--- src/rtl/egg_timer_ctrl.sv ---
// MM:SS BCD countdown controller for the egg timer: set, start, pause, resume and clear.
// It decrements once per TICK_DIV cycles while running and flashes the display in DONE.
module egg_timer_ctrl #(
   parameter int TICK_DIV = 50000000
) (
   input  logic       clk,
   input  logic       reset,
   input  logic       btn_clear,
   input  logic       btn_start,
   input  logic       btn_inc_min,
   input  logic       btn_inc_sec,
   output logic [3:0] min_tens,
   output logic [3:0] min_ones,
   output logic [3:0] sec_tens,
   output logic [3:0] sec_ones,
   output logic [3:0] blank,
   output logic       running,
   output logic       done
);

   localparam int CW = (TICK_DIV > 1) ? $clog2(TICK_DIV) : 1;
   localparam logic [CW-1:0] CNT_MAX  = CW'(TICK_DIV - 1);
   localparam logic [CW-1:0] CNT_HALF = CW'(TICK_DIV / 2);

   localparam logic [1:0] S_IDLE  = 2'd0;
   localparam logic [1:0] S_RUN   = 2'd1;
   localparam logic [1:0] S_PAUSE = 2'd2;
   localparam logic [1:0] S_DONE  = 2'd3;

   logic [1:0]    r_state, w_state_nxt;
   logic [3:0]    r_mt, r_mo, r_st, r_so;
   logic [3:0]    w_mt_nxt, w_mo_nxt, w_st_nxt, w_so_nxt;
   logic [3:0]    w_inc_mt, w_inc_mo, w_inc_st, w_inc_so;
   logic [3:0]    w_dec_mt, w_dec_mo, w_dec_st, w_dec_so;
   logic [CW-1:0] r_cnt, w_cnt_nxt, r_blink, w_blink_nxt;
   logic [3:0]    r_blank;
   logic          r_running, r_done;
   logic          w_zero, w_dec_zero, w_tick;

   assign w_zero     = ({r_mt, r_mo, r_st, r_so} == 16'h0000);
   assign w_tick     = (r_state == S_RUN) && (r_cnt == CNT_MAX);
   assign w_dec_zero = ({w_dec_mt, w_dec_mo, w_dec_st, w_dec_so} == 16'h0000);

   // Seconds wrap 59 -> 00 without touching minutes; minutes wrap 99 -> 00.
   always_comb begin
      w_inc_mt = r_mt;
      w_inc_mo = r_mo;
      w_inc_st = r_st;
      w_inc_so = r_so;
      if (btn_inc_sec) begin
         if (r_so == 4'd9) begin
            w_inc_so = 4'd0;
            w_inc_st = (r_st == 4'd5) ? 4'd0 : r_st + 4'd1;
         end else begin
            w_inc_so = r_so + 4'd1;
         end
      end
      if (btn_inc_min) begin
         if (r_mo == 4'd9) begin
            w_inc_mo = 4'd0;
            w_inc_mt = (r_mt == 4'd9) ? 4'd0 : r_mt + 4'd1;
         end else begin
            w_inc_mo = r_mo + 4'd1;
         end
      end
   end

   always_comb begin
      w_dec_mt = r_mt;
      w_dec_mo = r_mo;
      w_dec_st = r_st;
      w_dec_so = r_so;
      if (!w_zero) begin
         if (r_so != 4'd0) begin
            w_dec_so = r_so - 4'd1;
         end else begin
            w_dec_so = 4'd9;
            if (r_st != 4'd0) begin
               w_dec_st = r_st - 4'd1;
            end else begin
               w_dec_st = 4'd5;
               if (r_mo != 4'd0) begin
                  w_dec_mo = r_mo - 4'd1;
               end else begin
                  w_dec_mo = 4'd9;
                  w_dec_mt = r_mt - 4'd1;
               end
            end
         end
      end
   end

   // A start pulse outranks a coincident tick: the state changes and the value holds.
   always_comb begin
      w_state_nxt = r_state;
      w_mt_nxt    = r_mt;
      w_mo_nxt    = r_mo;
      w_st_nxt    = r_st;
      w_so_nxt    = r_so;
      if (btn_clear) begin
         w_state_nxt = S_IDLE;
         w_mt_nxt    = 4'd0;
         w_mo_nxt    = 4'd0;
         w_st_nxt    = 4'd0;
         w_so_nxt    = 4'd0;
      end else if (btn_start) begin
         case (r_state)
            S_IDLE:  w_state_nxt = w_zero ? S_IDLE : S_RUN;
            S_RUN:   w_state_nxt = S_PAUSE;
            S_PAUSE: w_state_nxt = S_RUN;
            default: w_state_nxt = S_IDLE;
         endcase
      end else begin
         case (r_state)
            S_IDLE: begin
               w_mt_nxt = w_inc_mt;
               w_mo_nxt = w_inc_mo;
               w_st_nxt = w_inc_st;
               w_so_nxt = w_inc_so;
            end
            S_RUN: begin
               if (w_tick) begin
                  w_mt_nxt = w_dec_mt;
                  w_mo_nxt = w_dec_mo;
                  w_st_nxt = w_dec_st;
                  w_so_nxt = w_dec_so;
                  if (w_dec_zero) w_state_nxt = S_DONE;
               end
            end
            default: ;
         endcase
      end
   end

   // The tick counter freezes across a pause so a resume finishes the interrupted second.
   always_comb begin
      if (r_state == S_RUN && w_state_nxt == S_RUN)
         w_cnt_nxt = (r_cnt == CNT_MAX) ? '0 : r_cnt + 1'b1;
      else if (w_state_nxt == S_PAUSE || (r_state == S_PAUSE && w_state_nxt == S_RUN))
         w_cnt_nxt = r_cnt;
      else
         w_cnt_nxt = '0;

      if (r_state == S_DONE && w_state_nxt == S_DONE)
         w_blink_nxt = (r_blink == CNT_MAX) ? '0 : r_blink + 1'b1;
      else
         w_blink_nxt = '0;
   end

   always_ff @(posedge clk) begin
      if (reset) begin
         r_state   <= S_IDLE;
         r_mt      <= 4'd0;
         r_mo      <= 4'd0;
         r_st      <= 4'd0;
         r_so      <= 4'd0;
         r_cnt     <= '0;
         r_blink   <= '0;
         r_blank   <= 4'b0000;
         r_running <= 1'b0;
         r_done    <= 1'b0;
      end else begin
         r_state   <= w_state_nxt;
         r_mt      <= w_mt_nxt;
         r_mo      <= w_mo_nxt;
         r_st      <= w_st_nxt;
         r_so      <= w_so_nxt;
         r_cnt     <= w_cnt_nxt;
         r_blink   <= w_blink_nxt;
         r_blank   <= (w_state_nxt == S_DONE && w_blink_nxt >= CNT_HALF) ? 4'b1111 : 4'b0000;
         r_running <= (w_state_nxt == S_RUN);
         r_done    <= (w_state_nxt == S_DONE);
      end
   end

   assign min_tens = r_mt;
   assign min_ones = r_mo;
   assign sec_tens = r_st;
   assign sec_ones = r_so;
   assign blank    = r_blank;
   assign running  = r_running;
   assign done     = r_done;

endmodule

--- config.mk ---
export PLATFORM = sky130hd
export DESIGN_NAME = egg_timer_ctrl
export DESIGN_NICKNAME = d
export VERILOG_FILES = /design/src/rtl/egg_timer_ctrl.sv
export SDC_FILE = /design/constraint.sdc
export NUM_CORES = 1
export LEC_CHECK = 0
export CELL_PAD_IN_SITES_DETAIL_PLACEMENT = 0
export CELL_PAD_IN_SITES_GLOBAL_PLACEMENT = 1
export CORE_MARGIN = 3
export CORE_UTILIZATION = 40
export CTS_CLUSTER_DIAMETER = 80
export DETAILED_ROUTE_END_ITERATION = 8
export PLACE_DENSITY_LB_ADDON = 0.1
export SETUP_SLACK_MARGIN = 0.4
export SLEW_MARGIN = 20
export SYNTH_ARGS = -nofsm -noshare
export SYNTH_HDL_FRONTEND = slang
export SYNTH_SLANG_ARGS = --single-unit
--- constraint.sdc ---
create_clock -name clk -period 3.3 [get_ports clk]
set_input_delay 0.33 -clock clk [delete_from_list [all_inputs] [get_ports clk]]
set_output_delay 0.33 -clock clk [all_outputs]
set_load 0.01 [all_outputs]
== After elaboration in Yosys (flattened, before gate mapping) ==
Index checks and enable logic that the tools add are counted.
Storage, ports and cells
  memories kept: 0
  bits in latches: 0
  flip-flop bits (word level): 76
  bits in writable memories: 0
  output and inout port bits: 22
  memory bits (read-only): 0
Operators by class
  add/subtract/negate cells: 10
  multipliers: 0
  reduce and logical (&&, ||, !) cells: 18
  shift-type cells: 0
  eq/ne operators: 18
  muxes and demuxes: 44
  bitwise logic cells: 1
  divide/modulo/power cells: 0
  $lt $le $gt $ge: 1
Operator list (number)
  two-way mux 26 bit: 5
  two-way mux 4 bit: 28
  adder 26 x 1 -> 26 bit, second input constant: 2
  == test 26 bit, second input constant: 2
  logical NOT 16 bit: 2
  case mux 4 bit (2 select lines): 4
  greater-or-equal comparator 26 x 25 -> 1 bit, second input constant: 1
  adder 4 x 1 -> 4 bit, second input constant: 4
  subtractor 4 x 1 -> 4 bit, second input constant: 4
  == test 4 bit, second input constant: 3
  inequality test 2 bit, second input constant: 6
  nonzero test 4 bit: 3
  two-way mux 2 bit: 5
  AND reduction 5 bit: 2
  == test 2 bit, second input constant: 4
  AND reduction 4 bit: 2
  case mux 2 bit (3 select lines): 1
  logical AND 1 bit: 5
  == test 2 x 1 -> 1 bit, second input constant: 2
  == test 4 x 3 -> 1 bit, second input constant: 1
  logical NOT 2 bit: 1
  nonzero test 2 bit: 1
  OR reduction 2 bit: 1
  logical OR 1 bit: 1
  2 further kinds: 2

== Longest topological paths before layout ==
Gate-level depths: netlist of run 1.
  depth after elaboration: 17
  gate-level depth with buffers: 9

== Worst setup path before layout of run 1 ==
Ideal clock, no wire load.
  kind: flip-flop to flip-flop
  start point: register r_mt[0], in the netlist min_tens[0]
  end point: register r_cnt[10]
  arrival: 2897 ps
  stages on the path, launching flop included: 10
  data required time: 3178 ps
  setup slack: 281 ps
  clock period less this slack: 3019 ps
  setup time: 122 ps
  cells stage by stage: dfxtp_1 > inv_1 > ha_1 > or3b_2 > or4_4 > a2111o_1 > nor4_1 > nor2_1 > and3_1 > a221o_1
On the way
  word-level cells in the longest chain between the ends: 15
RTL lines
  start: declaration: RTL line 31  | logic [3:0] r_mt, r_mo, r_st, r_so;
  start signal: assignment: RTL line 164  | r_mt <= w_mt_nxt;
  subtractor 4 x 1 -> 4 bit: RTL line 86  | w_dec_mt = r_mt - 4'd1;
  two-way mux 4 bit: RTL line 82  | if (r_mo != 4'd0) begin
  two-way mux 4 bit: RTL line 78  | if (r_st != 4'd0) begin
  two-way mux 4 bit: RTL line 74  | if (r_so != 4'd0) begin
  two-way mux 4 bit: RTL line 73  | if (!w_zero) begin
  logical NOT 16 bit: RTL line 42  | assign w_dec_zero = ({w_dec_mt, w_dec_mo, w_dec_st, w_dec_so} == 16'h0000);
  two-way mux 2 bit: RTL line 127  | if (w_dec_zero) w_state_nxt = S_DONE;
  two-way mux 2 bit: RTL line 122  | if (w_tick) begin
  two-way mux 2 bit: RTL line 114  | case (r_state)
  two-way mux 2 bit *: RTL line 106  | end else if (btn_start) begin
  two-way mux 2 bit *: RTL line 100  | if (btn_clear) begin
  == test 2 x 1 -> 1 bit: RTL line 137, 139
  logical AND 1 bit: RTL line 139  | else if (w_state_nxt == S_PAUSE || (r_state == S_PAUSE && w_state_nxt == S_RUN))
  logical OR 1 bit: RTL line 139
  inequality test 2 bit (no line)
  end signal: assignment: RTL line 168  | r_cnt <= w_cnt_nxt;
  end: declaration: RTL line 35  | logic [CW-1:0] r_cnt, w_cnt_nxt, r_blink, w_blink_nxt;
Mark *: on every way between the ends. The rest lies on a longest branch, timed or not.
A chain may end at the register's enable or synchronous reset.

== Worst setup path after layout of run 1 ==
  start point: register r_mt[0], in the netlist min_tens[0]
  end point: register r_blank[2], in the netlist blank[2]
On the way
  word-level cells in the longest chain between the ends: 17
RTL lines
  subtractor 4 x 1 -> 4 bit: RTL line 86
  two-way mux 4 bit: RTL line 82
  two-way mux 4 bit: RTL line 78
  two-way mux 4 bit: RTL line 74
  two-way mux 4 bit: RTL line 73
  logical NOT 16 bit: RTL line 42
  two-way mux 2 bit: RTL line 127
  two-way mux 2 bit: RTL line 122
  two-way mux 2 bit: RTL line 114
  two-way mux 2 bit *: RTL line 106
  two-way mux 2 bit *: RTL line 100
  == test 2 bit *: RTL line 144, 170
  logical AND 1 bit: RTL line 144  | if (r_state == S_DONE && w_state_nxt == S_DONE)
  two-way mux 26 bit: RTL line 144
  greater-or-equal comparator 26 x 25 -> 1 bit: RTL line 170  | r_blank <= (w_state_nxt == S_DONE && w_blink_nxt >= CNT_HALF) ? 4'b1111 : 4'b0000;
  logical AND 1 bit *: RTL line 170
  two-way mux 4 bit *: RTL line 170
  end signal: assignment: RTL line 170
  end: declaration: RTL line 36  | logic [3:0] r_blank;
Marked as above.

==> flow_results.xml, run 1 <==
<?xml version="1.0" encoding="UTF-8"?>
<metrics>
  <group name="routing">
    <metric name="postRouteAntennaNets" unit="">0</metric>
    <metric name="route.detailed.vias_per_inst" unit="">5.745</metric>
    <metric name="detailroute.via_count" unit="">4435</metric>
    <metric name="drt_iter0_markers" unit="">336</metric>
    <metric name="wire_per_inst" unit="um">15.55</metric>
    <metric name="finalWirelength" unit="um">12010</metric>
    <metric name="post-route-drc-count" unit="">0</metric>
    <metric name="drtPass1Iterations" unit="">4</metric>
  </group>
  <group name="finish">
    <metric name="final_nets" unit="">640</metric>
    <metric name="multi_input_area" unit="sq mm">0.002873</metric>
    <metric name="num-fill-cells" unit="">1109</metric>
    <metric name="utilization" unit="%">49.30</metric>
    <metric name="antenna_cells_inserted" unit="">0</metric>
    <metric name="area.sequential" unit="sq mm">0.001469</metric>
    <metric name="final_layout_size_suffix_gt1_share" unit="%">10.92</metric>
    <metric name="area_growth_synth_to_finish" unit="%">19.30</metric>
  </group>
  <group name="timing">
    <metric name="setup-tns-final" unit="ns">0</metric>
    <metric name="total_of_endpoints_with_negative_setup_slack_in_the_final_report" unit="">0</metric>
    <metric name="setup_repair_after_global_routing_missed_its_margin" unit="">true</metric>
    <metric name="worst_slew_pin_slew" unit="ns">0.7474</metric>
    <metric name="max_freq" unit="MHz">353.7</metric>
    <metric name="minimum_clock_period_after_layout" unit="ns">2.827</metric>
    <metric name="drv_slew" unit="">0</metric>
    <metric name="max_transition_margin" unit="%">50.17</metric>
    <metric name="min_period_over_period" unit="%">85.67</metric>
    <metric name="timing_hold_violations_final" unit="">0</metric>
    <metric name="fin_skew" unit="ns">0.004577</metric>
  </group>
  <group name="power">
    <metric name="p_per_cell_area" unit="mW/mm^2">378.1</metric>
    <metric name="worst_vdd_ir" unit="mV">0.2785</metric>
    <metric name="leakage" unit="uW">0.001737</metric>
  </group>
  <group name="logic_synthesis">
    <metric name="synth_enable_flop_cells" unit="">0</metric>
    <metric name="synth_top_family_by_area" unit="">simple AND/OR/NAND/NOR gates</metric>
    <metric name="synthDistinctLibCells" unit="">67</metric>
    <metric name="synth-compound-area-share" unit="%">18.47</metric>
    <metric name="ys_seq_area_share" unit="%">32.34</metric>
    <metric name="synth_simple_gate_area_share" unit="%">34.14</metric>
    <metric name="yosys.area_share.xor_xnor" unit="%">6.589</metric>
    <metric name="synth-async-reset-ratio" unit="%">0</metric>
    <metric name="postSynthNetCount" unit="">614</metric>
    <metric name="synthesis.area" unit="sq mm">0.004519</metric>
    <metric name="yosysWarnings" unit="">0</metric>
    <metric name="synth.avg_cell_area" unit="sq um">7.520</metric>
    <metric name="synth_register_bits" unit="">73</metric>
    <metric name="post_synth_mux_area_share" unit="%">1.135</metric>
    <metric name="synth_adder_area_share" unit="%">1.938</metric>
    <metric name="post_synth_inst_count" unit="">601</metric>
    <metric name="synth_flop_cell" unit="">sky130_fd_sc_hd__dfxtp_1</metric>
  </group>
  <group name="grt">
    <metric name="grt_max_degree" unit="">36</metric>
    <metric name="grt_pass1_vias" unit="">4205</metric>
    <metric name="grt_pass1_wl" unit="um">20320</metric>
    <metric name="grt_use_total" unit="%">19.47</metric>
    <metric name="grt-ovfl-total" unit="">0</metric>
    <metric name="grt_antenna_before_repair" unit="">0</metric>
  </group>
  <group name="placement">
    <metric name="dp_hpwl" unit="um">8322</metric>
    <metric name="gp_congestion" unit="">0.8419</metric>
    <metric name="port_buffers" unit="">27</metric>
  </group>
  <group name="cts">
    <metric name="clock_tree.root_cell" unit="">sky130_fd_sc_hd__clkbuf_16</metric>
    <metric name="clk_path_buf_depth" unit="">2</metric>
    <metric name="cts_inserted_buffers" unit="">9</metric>
    <metric name="clk_latency" unit="ns">0.34</metric>
    <metric name="clock_sinks" unit="">73</metric>
    <metric name="clk_transition_reported_paths" unit="ns">0.06</metric>
    <metric name="tritoncts" unit="">yes</metric>
    <metric name="cts_max_level" unit="">3</metric>
  </group>
  <group name="critical_path">
    <metric name="startpoint_type" unit="">flip-flop</metric>
    <metric name="r2r_cells" unit="">9</metric>
    <metric name="worst_setup_path_end_kind" unit="">flip-flop</metric>
    <metric name="cp.arrival" unit="ns">3.10</metric>
    <metric name="crit_path_max_fanout" unit="">3</metric>
    <metric name="critical_path_required" unit="ns">3.57</metric>
    <metric name="worstSetupPathType" unit="">reg -&gt; reg</metric>
  </group>
  <group name="floorplanning">
    <metric name="floorplan.core_area" unit="sq mm">0.01094</metric>
    <metric name="std_cell_rows" unit="">38</metric>
    <metric name="die_width" unit="um">112.3</metric>
    <metric name="floorplan.initialDensity" unit="%">41.33</metric>
    <metric name="die_height" unit="um">112.3</metric>
    <metric name="ioPinCount" unit="">28</metric>
    <metric name="dieArea" unit="sq mm">0.01261</metric>
  </group>
  <group name="hold_path">
    <metric name="whs_path_depth" unit="">1</metric>
    <metric name="min-delay-path-class" unit="">reg -&gt; reg</metric>
  </group>
  <group name="run_status">
    <metric name="run_status" unit="">complete, no violations</metric>
  </group>
  <group name="flow_run">
    <metric name="max-cap-violations" unit="">0</metric>
  </group>
</metrics>
[critical path: stages, from the launching register on]
cell	delay, ns
sky130_fd_sc_hd__dfxtp_4	0.35
sky130_fd_sc_hd__inv_4	0.05
sky130_fd_sc_hd__ha_1	0.12
sky130_fd_sc_hd__or3b_4	0.39
sky130_fd_sc_hd__or4_4	0.53
sky130_fd_sc_hd__a2111o_1	0.44
sky130_fd_sc_hd__nor3_2	0.11
sky130_fd_sc_hd__or4b_4	0.48
sky130_fd_sc_hd__and2_4	0.16
sky130_fd_sc_hd__a211oi_2	0.12
[timing repair]
action,CTS,global route
endpoints found under the setup margin,4,7
pin swaps,4,3
gates resized for setup,8,5
hold buffers,0,0
setup buffers,6,0
[metrics by stage]
step	instance area (sq um)	total power (uW)	worst slack (ns)	std cells	hold slack (ns)
2_1_floorplan	4533	951.5	0.4287	601	0.4419
3_3_place_gp	4967	980.2	0.3639	750	0.4636
3_5_place_dp	4967	980.0	0.3254	750	0.4729
4_1_cts	5365	2062	0.3863	772	0.4856
5_1_grt	5391	2106	0.3500	772	0.5156
6_report	5391	2039	0.4729	772	0.4823
[path summary, 6_finish.rpt]
kind	from	to	slack (ns)
hold / removal	r_blink[0]$_SDFF_PP0_	r_blink[0]$_SDFF_PP0_	0.48
setup reg to reg	min_tens[0]$_SDFFE_PP0P_	blank[2]$_SDFF_PP0_	0.47
hold reg to reg	r_blink[0]$_SDFF_PP0_	r_blink[0]$_SDFF_PP0_	0.48
setup / recovery	min_tens[0]$_SDFFE_PP0P_	blank[2]$_SDFF_PP0_	0.47
[sequential cells by signal, indices dropped and copies added (netlist names)]
| signal | count |
|---|---|
| blank | 1 |
| done | 1 |
| min_ones | 4 |
| min_tens | 4 |
| r_blink | 26 |
| r_cnt | 26 |
| r_state | 2 |
| running | 1 |
| sec_ones | 4 |
| sec_tens | 4 |
[cells in the final DEF (no fill, tap or decap), drive strengths merged, types with 7 or more instances in the layout]
master,synthesis,layout
dfxtp,73,73
nor2,72,72
a21oi,44,44
nand2,42,42
o21ai,42,42
nand3,32,32
buf,9,28
clkdlybuf4s50,0,27
xnor2,21,21
nor3,20,20
nand4,19,19
inv,18,18
nor2b,15,15
or3,14,14
nor4,14,14
xor2,13,13
or4,13,13
and3,12,12
a31oi,11,11
clkbuf,31,11
ha,7,7
and2,7,7
[cells by family after synthesis]
| logic type | count (synthesis) |
|---|---|
| mux | 5 |
| simple gates | 289 |
| buf+inv | 58 |
| flops | 73 |
| xor+xnor | 34 |
| compound gates | 135 |
| fa+ha+maj | 7 |
[Yosys cell counts, types with 3 or more instances]
library cell | n | share of area, %
sky130_fd_sc_hd__a21oi_1 | 44 | 4.9
sky130_fd_sc_hd__a22o_1 | 3 | 0.58
sky130_fd_sc_hd__a22oi_1 | 3 | 0.50
sky130_fd_sc_hd__a31oi_1 | 11 | 1.5
sky130_fd_sc_hd__and2_1 | 6 | 0.83
sky130_fd_sc_hd__and3_1 | 12 | 1.7
sky130_fd_sc_hd__buf_4 | 4 | 0.66
sky130_fd_sc_hd__clkbuf_1 | 30 | 2.5
sky130_fd_sc_hd__dfxtp_1 | 73 | 32
sky130_fd_sc_hd__ha_1 | 7 | 1.9
sky130_fd_sc_hd__inv_1 | 18 | 1.5
sky130_fd_sc_hd__mux2i_1 | 4 | 0.89
sky130_fd_sc_hd__nand2_1 | 42 | 3.5
sky130_fd_sc_hd__nand2b_1 | 3 | 0.42
sky130_fd_sc_hd__nand3_1 | 32 | 3.5
sky130_fd_sc_hd__nand3b_1 | 4 | 0.66
sky130_fd_sc_hd__nand4_1 | 19 | 2.6
sky130_fd_sc_hd__nand4b_1 | 3 | 0.58
sky130_fd_sc_hd__nor2_1 | 72 | 6.0
sky130_fd_sc_hd__nor2b_1 | 15 | 2.1
sky130_fd_sc_hd__nor3_1 | 20 | 2.2
sky130_fd_sc_hd__nor3b_1 | 3 | 0.50
sky130_fd_sc_hd__nor4_1 | 14 | 1.9
sky130_fd_sc_hd__nor4bb_1 | 3 | 0.66
sky130_fd_sc_hd__o21ai_0 | 40 | 4.4
sky130_fd_sc_hd__o31ai_1 | 4 | 0.66
sky130_fd_sc_hd__or2_2 | 3 | 0.42
sky130_fd_sc_hd__or3_1 | 14 | 1.9
sky130_fd_sc_hd__or4_1 | 11 | 1.8
sky130_fd_sc_hd__xnor2_1 | 21 | 4.1
sky130_fd_sc_hd__xor2_1 | 13 | 2.5
[final cells by class]
class | instances | area share [%]
clock buffers | 11 | 4.502
clock inverters | 5 | 1.462
inverters | 18 | 1.346
multi-input cells | 470 | 53.28
flip-flops and latches | 73 | 27.25
well taps | 140 | 3.249
repair buffers | 55 | 8.912
[metal layers]
| layer | vias up | part of all wire (%) | GRT usage [%] |
|---|---|---|---|
| li1 | 2242 | - | - |
| met1 | 2094 | 48 | 25.82 |
| met2 | 83 | 47 | 30.83 |
| met3 | 16 | 3.0 | 3.019 |
| met4 | 0 | 2.3 | 9.696 |
| met5 | - | 0 | 0 |
[report_power, final]
group	leakage [uW]	switching [uW]	internal, uW
Combinational	0.000988	47.2	31.9
Sequential	0.000589	1.66	881
Clock	0.000159	395	682
Power figures use the tool's default switching activity.
==> run 2, diff against run 1 <==
--- a/config.mk
+++ b/config.mk
@@ -5,6 +5,7 @@
 export SDC_FILE = /design/constraint.sdc
 export NUM_CORES = 1
 export LEC_CHECK = 0
+export CAP_MARGIN = 30
 export CELL_PAD_IN_SITES_DETAIL_PLACEMENT = 0
 export CELL_PAD_IN_SITES_GLOBAL_PLACEMENT = 1
 export CORE_MARGIN = 3
==> constraint.sdc (replaced) <==
create_clock -name clk -period 2.92 [get_ports clk]
set_input_delay 0.292 -clock clk [delete_from_list [all_inputs] [get_ports clk]]
set_output_delay 0.292 -clock clk [all_outputs]
set_load 0.01 [all_outputs]
==> run 2 against run 1 <==
  * Core utilization is 2.2 points higher
  * Critical path depth is 1 lower
  * Global-route usage is 0.33 points higher
  * Routed wire length is 2.4% higher
  * Highest routed layer unchanged
==> flow_results.xml, run 2 (synthesis gave the netlist of run 1 again) <==
<?xml version="1.0" encoding="UTF-8"?>
<metrics>
  <group name="critical_path">
    <metric name="critPathMostFrequentCell" unit="">sky130_fd_sc_hd__or4_4</metric>
    <metric name="crit_path_max_fanout" unit="">6</metric>
    <metric name="worstSetupPathType" unit="">reg -&gt; reg</metric>
    <metric name="slowest_delay" unit="ns">0.55</metric>
    <metric name="crit_path_cell_trace" unit="">or4_4 -&gt; or4_4 -&gt; a2111o_1 -&gt; buf_6 -&gt; nor4_4 -&gt; nor2_4 -&gt; and3_1 -&gt; a221o_1</metric>
    <metric name="critical_path_required" unit="ns">3.16</metric>
    <metric name="crit_slowest_cell" unit="">sky130_fd_sc_hd__or4_4</metric>
    <metric name="crit_buf_inv" unit="">1</metric>
    <metric name="startpoint_type" unit="">flip-flop</metric>
    <metric name="critPathTopFamily" unit="">simple AND/OR/NAND/NOR gates</metric>
    <metric name="worst_setup_path_end_kind" unit="">flip-flop</metric>
    <metric name="cp.arrival" unit="ns">3.01</metric>
  </group>
  <group name="placement">
    <metric name="port_buffers" unit="">27</metric>
    <metric name="pre_cts_ws" unit="ns">0.03649</metric>
    <metric name="detailed_place.area" unit="sq mm">0.005136</metric>
    <metric name="dp_hpwl" unit="um">8568</metric>
    <metric name="gp_congestion" unit="">0.8273</metric>
    <metric name="numPlacedInstances" unit="">766</metric>
  </group>
  <group name="cts">
    <metric name="cts_max_level" unit="">3</metric>
    <metric name="clock_sinks" unit="">73</metric>
    <metric name="clk_path_buf_depth" unit="">2</metric>
    <metric name="clk_latency" unit="ns">0.35</metric>
    <metric name="tritoncts" unit="">yes</metric>
    <metric name="cts_inserted_buffers" unit="">9</metric>
    <metric name="clock_tree.root_cell" unit="">sky130_fd_sc_hd__clkbuf_16</metric>
    <metric name="clk_transition_reported_paths" unit="ns">0.06</metric>
  </group>
  <group name="timing">
    <metric name="drv_slew" unit="">0</metric>
    <metric name="max_transition_margin" unit="%">54.83</metric>
    <metric name="minimum_clock_period_after_layout" unit="ns">2.774</metric>
    <metric name="timing_hold_violations_final" unit="">0</metric>
    <metric name="total_of_endpoints_with_negative_setup_slack_in_the_final_report" unit="">0</metric>
    <metric name="setup_repair_after_global_routing_missed_its_margin" unit="">true</metric>
    <metric name="worst_slew_pin_slew" unit="ns">0.6713</metric>
    <metric name="max_freq" unit="MHz">360.5</metric>
    <metric name="min_period_over_period" unit="%">94.99</metric>
    <metric name="fin_skew" unit="ns">0.005375</metric>
    <metric name="final.setup.worst_slack" unit="ns">0.1462</metric>
    <metric name="setup-tns-final" unit="ns">0</metric>
  </group>
  <group name="routing">
    <metric name="drt_iter0_markers" unit="">314</metric>
    <metric name="wire_per_inst" unit="um">15.59</metric>
    <metric name="post-route-drc-count" unit="">0</metric>
    <metric name="finalWirelength" unit="um">12300</metric>
    <metric name="route.detailed.vias_per_inst" unit="">5.674</metric>
    <metric name="postRouteAntennaNets" unit="">0</metric>
    <metric name="drtPass1Iterations" unit="">5</metric>
    <metric name="detailroute.via_count" unit="">4477</metric>
  </group>
  <group name="floorplanning">
    <metric name="dieArea" unit="sq mm">0.01261</metric>
    <metric name="ioPinCount" unit="">28</metric>
    <metric name="floorplan.initialDensity" unit="%">41.33</metric>
    <metric name="die_height" unit="um">112.3</metric>
    <metric name="die_width" unit="um">112.3</metric>
    <metric name="floorplan.core_area" unit="sq mm">0.01094</metric>
    <metric name="std_cell_rows" unit="">38</metric>
  </group>
  <group name="flow_run">
    <metric name="max-cap-violations" unit="">0</metric>
  </group>
  <group name="power">
    <metric name="leakage" unit="uW">0.001878</metric>
    <metric name="netSwitchingFraction" unit="%">22.03</metric>
    <metric name="total_power" unit="uW">2318</metric>
    <metric name="clock_power_share" unit="%">53.0</metric>
    <metric name="worst_vdd_ir" unit="mV">0.3958</metric>
    <metric name="internal-power" unit="uW">1807</metric>
    <metric name="p_per_cell_area" unit="mW/mm^2">411.5</metric>
    <metric name="power.combinational.fraction" unit="%">3.9</metric>
    <metric name="power.net_switching" unit="uW">510.7</metric>
    <metric name="p_seq_share" unit="%">43.1</metric>
  </group>
  <group name="finish">
    <metric name="area.sequential" unit="sq mm">0.001480</metric>
    <metric name="layout_commonest_cell" unit="">sky130_fd_sc_hd__nor2_1</metric>
    <metric name="final_area" unit="sq mm">0.005633</metric>
    <metric name="largestRegisters" unit="">r_blink: 26 flops, r_cnt: 26 flops</metric>
    <metric name="final_layout_size_suffix_gt1_share" unit="%">16.18</metric>
    <metric name="multi_input_area" unit="sq mm">0.002948</metric>
    <metric name="antenna_cells_inserted" unit="">0</metric>
    <metric name="num-fill-cells" unit="">1082</metric>
    <metric name="area_growth_synth_to_finish" unit="%">24.64</metric>
    <metric name="final_nets" unit="">657</metric>
    <metric name="post_route_insts_no_fill" unit="">789</metric>
    <metric name="commonest_non_fill_non_tap_cells_in_the_layout" unit="">sky130_fd_sc_hd__nor2_1, sky130_fd_sc_hd__dfxtp_1, sky130_fd_sc_hd__a21oi_1</metric>
  </group>
  <group name="grt">
    <metric name="grt-ovfl-total" unit="">0</metric>
    <metric name="grt_pass1_wl" unit="um">20770</metric>
    <metric name="grt_pass1_vias" unit="">4290</metric>
    <metric name="grt_use_total" unit="%">19.80</metric>
    <metric name="grt_antenna_before_repair" unit="">0</metric>
    <metric name="grt_max_degree" unit="">36</metric>
  </group>
  <group name="hold_path">
    <metric name="min-delay-path-class" unit="">reg -&gt; reg</metric>
  </group>
  <group name="run_status">
    <metric name="run_status" unit="">complete, no violations</metric>
  </group>
</metrics>
## run 2: path summary, 6_finish.rpt
path,cells after the start,slack (ns),startpoint,end
max,8,0.15,sec_tens[2]$_SDFFE_PP0P_,r_cnt[10]$_SDFFE_PP0P_
min,1,0.48,r_blink[0]$_SDFF_PP0_,r_blink[0]$_SDFF_PP0_
max reg2reg,8,0.15,sec_tens[2]$_SDFFE_PP0P_,r_cnt[10]$_SDFFE_PP0P_
min reg2reg,1,0.48,r_blink[0]$_SDFF_PP0_,r_blink[0]$_SDFF_PP0_
## run 2: per-stage QoR
step | hold WS (ns) | utilization (%)
after floorplan | 0.4419 | -
after global placement | 0.4568 | 46.97
after global routing | 0.5204 | 51.51
after detailed placement | 0.4768 | 46.97
final | 0.4802 | 51.51
after CTS | 0.4896 | 50.70
## run 2: cell type report
| class | count | area share (%) |
|---|---|---|
| clock buffers | 10 | 4.243 |
| clock inverters | 6 | 1.599 |
| inverters | 18 | 1.288 |
| multi-input cells | 470 | 52.33 |
| flip-flops and latches | 73 | 26.28 |
| well taps | 140 | 3.110 |
| repair buffers | 72 | 11.15 |
## run 2: routing by layer
layer,track usage (%),vias to the layer above,share of wire (%),wire [um]
met5,0,-,0,0
met4,6.010,0,1.0,125
met3,4.313,9,3.0,375
met2,32.58,78,48,5889
met1,26.08,2118,48,5907
li1,-,2272,-,-
## run 2: worst register-to-register path, stage by stage, from the launching register on
cell and delay (ns):
sky130_fd_sc_hd__dfxtp_1 0.31, sky130_fd_sc_hd__or4_4 0.54, sky130_fd_sc_hd__or4_4 0.55, sky130_fd_sc_hd__a2111o_1 0.43, sky130_fd_sc_hd__buf_6 0.14, sky130_fd_sc_hd__nor4_4 0.19
sky130_fd_sc_hd__nor2_4 0.10, sky130_fd_sc_hd__and3_1 0.17, sky130_fd_sc_hd__a221o_1 0.25
## run 2: timing repair
item                                   4_1_cts  5_1_grt
endpoints found under the hold margin        0        0
hold buffers                                 0        0
setup endpoints to repair                   16       36
buffers inserted                             6        1
resized for setup                            7       19
pin swaps                                    7        4
## run 2: power groups by stage
| stage | clock network, uW | registers, uW | logic [uW] |
|---|---|---|---|
| final | 1230 | 998 | 91.0 |
| after global routing | 1290 | 997 | 100 |
| after CTS | 1260 | 998 | 89.6 |
| after detailed placement | 0 | 1020 | 87.9 |
| after global placement | 0 | 1020 | 88.0 |
| after floorplan | 0 | 1020 | 52.5 |
==> run 3, diff against run 2 <==
--- a/config.mk
+++ b/config.mk
@@ -9,12 +9,12 @@
 export CELL_PAD_IN_SITES_DETAIL_PLACEMENT = 0
 export CELL_PAD_IN_SITES_GLOBAL_PLACEMENT = 1
 export CORE_MARGIN = 3
-export CORE_UTILIZATION = 40
+export CORE_UTILIZATION = 44
 export CTS_CLUSTER_DIAMETER = 80
 export DETAILED_ROUTE_END_ITERATION = 8
 export PLACE_DENSITY_LB_ADDON = 0.1
 export SETUP_SLACK_MARGIN = 0.4
-export SLEW_MARGIN = 20
+export SKIP_CTS_REPAIR_TIMING = 1
 export SYNTH_ARGS = -nofsm -noshare
 export SYNTH_HDL_FRONTEND = slang
 export SYNTH_SLANG_ARGS = --single-unit
==> run 3 against run 2 <==
  * Design area down 2.9%
  * Hold slack better by 0.013 ns
  * Flip-flop and latch count unchanged
  * First-iteration DRC count down 14%
  * Combinational power down 1%
  * Register-to-register slack worse by 0.12 ns
  * Via count up 0.36%
  * Critical path depth down 1
  * Clock skew up 0.0068 ns
  * Clock power down 33%
  * Sequential share of layout area up 0.89 points
  * Highest routed layer unchanged
==> flow_results.xml, run 3 (synthesis gave the netlist of run 1 again) <==
<?xml version="1.0" encoding="UTF-8"?>
<metrics>
  <group name="floorplanning">
    <metric name="floorplan.core_area" unit="sq mm">0.009864</metric>
    <metric name="dieArea" unit="sq mm">0.01152</metric>
    <metric name="ioPinCount" unit="">28</metric>
    <metric name="die_width" unit="um">107.3</metric>
    <metric name="die_height" unit="um">107.3</metric>
    <metric name="floorplan.initialDensity" unit="%">45.81</metric>
    <metric name="std_cell_rows" unit="">36</metric>
  </group>
  <group name="finish">
    <metric name="post_route_insts_no_fill" unit="">778</metric>
    <metric name="final_layout_size_suffix_gt1_share" unit="%">16.43</metric>
    <metric name="final_nets" unit="">653</metric>
    <metric name="area_growth_synth_to_finish" unit="%">21.07</metric>
    <metric name="largestRegisters" unit="">r_blink: 26 flops, r_cnt: 26 flops</metric>
    <metric name="layout_commonest_cell" unit="">sky130_fd_sc_hd__nor2_1</metric>
    <metric name="commonest_non_fill_non_tap_cells_in_the_layout" unit="">sky130_fd_sc_hd__nor2_1, sky130_fd_sc_hd__dfxtp_1, sky130_fd_sc_hd__nand2_1, sky130_fd_sc_hd__a21oi_1, sky130_fd_sc_hd__o21ai_0</metric>
    <metric name="antenna_cells_inserted" unit="">0</metric>
    <metric name="final_area" unit="sq mm">0.005472</metric>
    <metric name="utilization" unit="%">55.47</metric>
    <metric name="num-fill-cells" unit="">942</metric>
  </group>
  <group name="power">
    <metric name="p_seq_share" unit="%">52.3</metric>
    <metric name="power.net_switching" unit="uW">475.8</metric>
    <metric name="p_per_cell_area" unit="mW/mm^2">348.0</metric>
    <metric name="netSwitchingFraction" unit="%">24.99</metric>
    <metric name="clock_power_share" unit="%">43.0</metric>
    <metric name="internal-power" unit="uW">1428</metric>
    <metric name="worst_vdd_ir" unit="mV">0.2283</metric>
    <metric name="leakage" unit="uW">0.001801</metric>
    <metric name="power.combinational.fraction" unit="%">4.7</metric>
  </group>
  <group name="placement">
    <metric name="numPlacedInstances" unit="">758</metric>
    <metric name="detailed_place.area" unit="sq mm">0.005107</metric>
    <metric name="dp_hpwl" unit="um">8547</metric>
    <metric name="gp_congestion" unit="">0.8518</metric>
    <metric name="port_buffers" unit="">27</metric>
  </group>
  <group name="grt">
    <metric name="grt-ovfl-total" unit="">0</metric>
    <metric name="grt_use_total" unit="%">21.52</metric>
    <metric name="grt_antenna_before_repair" unit="">0</metric>
    <metric name="grt_pass1_wl" unit="um">20470</metric>
    <metric name="grt_max_degree" unit="">22</metric>
    <metric name="grt_pass1_vias" unit="">4301</metric>
  </group>
  <group name="routing">
    <metric name="postRouteAntennaNets" unit="">0</metric>
    <metric name="finalWirelength" unit="um">12280</metric>
    <metric name="wire_per_inst" unit="um">15.79</metric>
    <metric name="drt_iter0_markers" unit="">271</metric>
    <metric name="detailroute.via_count" unit="">4493</metric>
    <metric name="drtPass1Iterations" unit="">5</metric>
    <metric name="post-route-drc-count" unit="">0</metric>
    <metric name="route.detailed.vias_per_inst" unit="">5.775</metric>
  </group>
  <group name="hold_path">
    <metric name="hold_path_start" unit="">r_blink[0]$_SDFF_PP0_</metric>
    <metric name="min-delay-path-class" unit="">reg -&gt; reg</metric>
  </group>
  <group name="timing">
    <metric name="minimum_clock_period_after_layout" unit="ns">2.889</metric>
    <metric name="fin_skew" unit="ns">0.01222</metric>
    <metric name="hold_ws" unit="ns">0.4931</metric>
    <metric name="setup_repair_after_global_routing_missed_its_margin" unit="">true</metric>
    <metric name="min_period_over_period" unit="%">98.93</metric>
    <metric name="total_of_endpoints_with_negative_setup_slack_in_the_final_report" unit="">0</metric>
    <metric name="max_freq" unit="MHz">346.2</metric>
    <metric name="timing_hold_violations_final" unit="">0</metric>
    <metric name="drv_slew" unit="">0</metric>
    <metric name="max_transition_margin" unit="%">54.35</metric>
    <metric name="worst_slew_pin_slew" unit="ns">0.6785</metric>
  </group>
  <group name="critical_path">
    <metric name="critPathTopFamily" unit="">simple AND/OR/NAND/NOR gates</metric>
    <metric name="crit_buf_inv" unit="">0</metric>
    <metric name="crit_path_cell_trace" unit="">or4_4 -&gt; or4_4 -&gt; a2111o_1 -&gt; nor3_1 -&gt; or4b_4 -&gt; and2_4 -&gt; a211oi_2</metric>
    <metric name="slowest_delay" unit="ns">0.57</metric>
    <metric name="timing.rr.start" unit="">sec_tens[2]$_SDFFE_PP0P_</metric>
    <metric name="critical_path_required" unit="ns">3.20</metric>
    <metric name="crit_slowest_cell" unit="">sky130_fd_sc_hd__or4_4</metric>
    <metric name="worst_setup_path_end_kind" unit="">flip-flop</metric>
    <metric name="startpoint_type" unit="">flip-flop</metric>
    <metric name="startpoint" unit="">sec_tens[2]$_SDFFE_PP0P_</metric>
    <metric name="cp.arrival" unit="ns">3.17</metric>
    <metric name="worstSetupPathType" unit="">reg -&gt; reg</metric>
    <metric name="crit_path_max_fanout" unit="">5</metric>
    <metric name="critPathMostFrequentCell" unit="">sky130_fd_sc_hd__or4_4</metric>
  </group>
  <group name="run_status">
    <metric name="run_status" unit="">complete, no violations</metric>
  </group>
  <group name="cts">
    <metric name="tritoncts" unit="">yes</metric>
    <metric name="clock_tree.root_cell" unit="">sky130_fd_sc_hd__clkbuf_8</metric>
    <metric name="clk_transition_reported_paths" unit="ns">0.09</metric>
    <metric name="clock_sinks" unit="">73</metric>
    <metric name="clk_path_buf_depth" unit="">2</metric>
    <metric name="clk_latency" unit="ns">0.35</metric>
    <metric name="cts_max_level" unit="">3</metric>
    <metric name="cts_inserted_buffers" unit="">9</metric>
  </group>
  <group name="flow_run">
    <metric name="max-cap-violations" unit="">0</metric>
  </group>
</metrics>
[run 3: cell count changes in the layout (fill, tap and decap cells not counted), sizes merged]
| cell | before | now |
|---|---|---|
| buf | 45 | 41 |
| bufinv | 2 | 1 |
| clkinvlp | 1 | 2 |
[run 3: stage by stage]
stage,total power [uW],setup slack [ns],setup TNS (ns)
floorplan,1074,0.09682,0
global placement,1107,0.09046,0
detailed placement,1108,0.06171,0
CTS,1932,0.04861,0
global route,1972,-0.02341,-0.02341
finish,1904,0.03112,0
[run 3: layout make-up]
class,instances,area (sq um),share of cell area (%)
Multi-Input combinational cell,470,2965,54.20
Sequential cell,73,1486,27.17
Timing Repair Buffer,68,585.6,10.70
Tap cell,133,166.4,3.041
Clock buffer,10,127.6,2.332
Inverter,18,72.57,1.326
Clock inverter,6,67.56,1.235
[run 3: layer usage]
| metal | GRT usage (%) | up-vias | routed length, um | share of wire (%) |
|---|---|---|---|---|
| li1 | - | 2261 | - | - |
| met1 | 28.26 | 2138 | 5743 | 47 |
| met2 | 36.37 | 83 | 6038 | 49 |
| met3 | 4.379 | 11 | 392 | 3.2 |
| met4 | 4.959 | 0 | 108 | 0.88 |
| met5 | 0 | - | 0 | 0 |
[run 3: final timing paths]
path         depth (start not counted)               endpoint  slack, ns
max                                  7    blank[2]$_SDFF_PP0_       0.03
min                                  1  r_blink[0]$_SDFF_PP0_       0.49
max reg2reg                          7    blank[2]$_SDFF_PP0_       0.03
min reg2reg                          1  r_blink[0]$_SDFF_PP0_       0.49
[run 3: power by group through the flow]
stage | clock network [uW] | logic [uW] | registers [uW]
after floorplan | 0 | 52.5 | 1020
after global placement | 0 | 87.2 | 1020
after global routing | 878 | 98.2 | 996
after detailed placement | 0 | 87.5 | 1020
final | 819 | 89.7 | 995
after CTS | 848 | 87.8 | 996
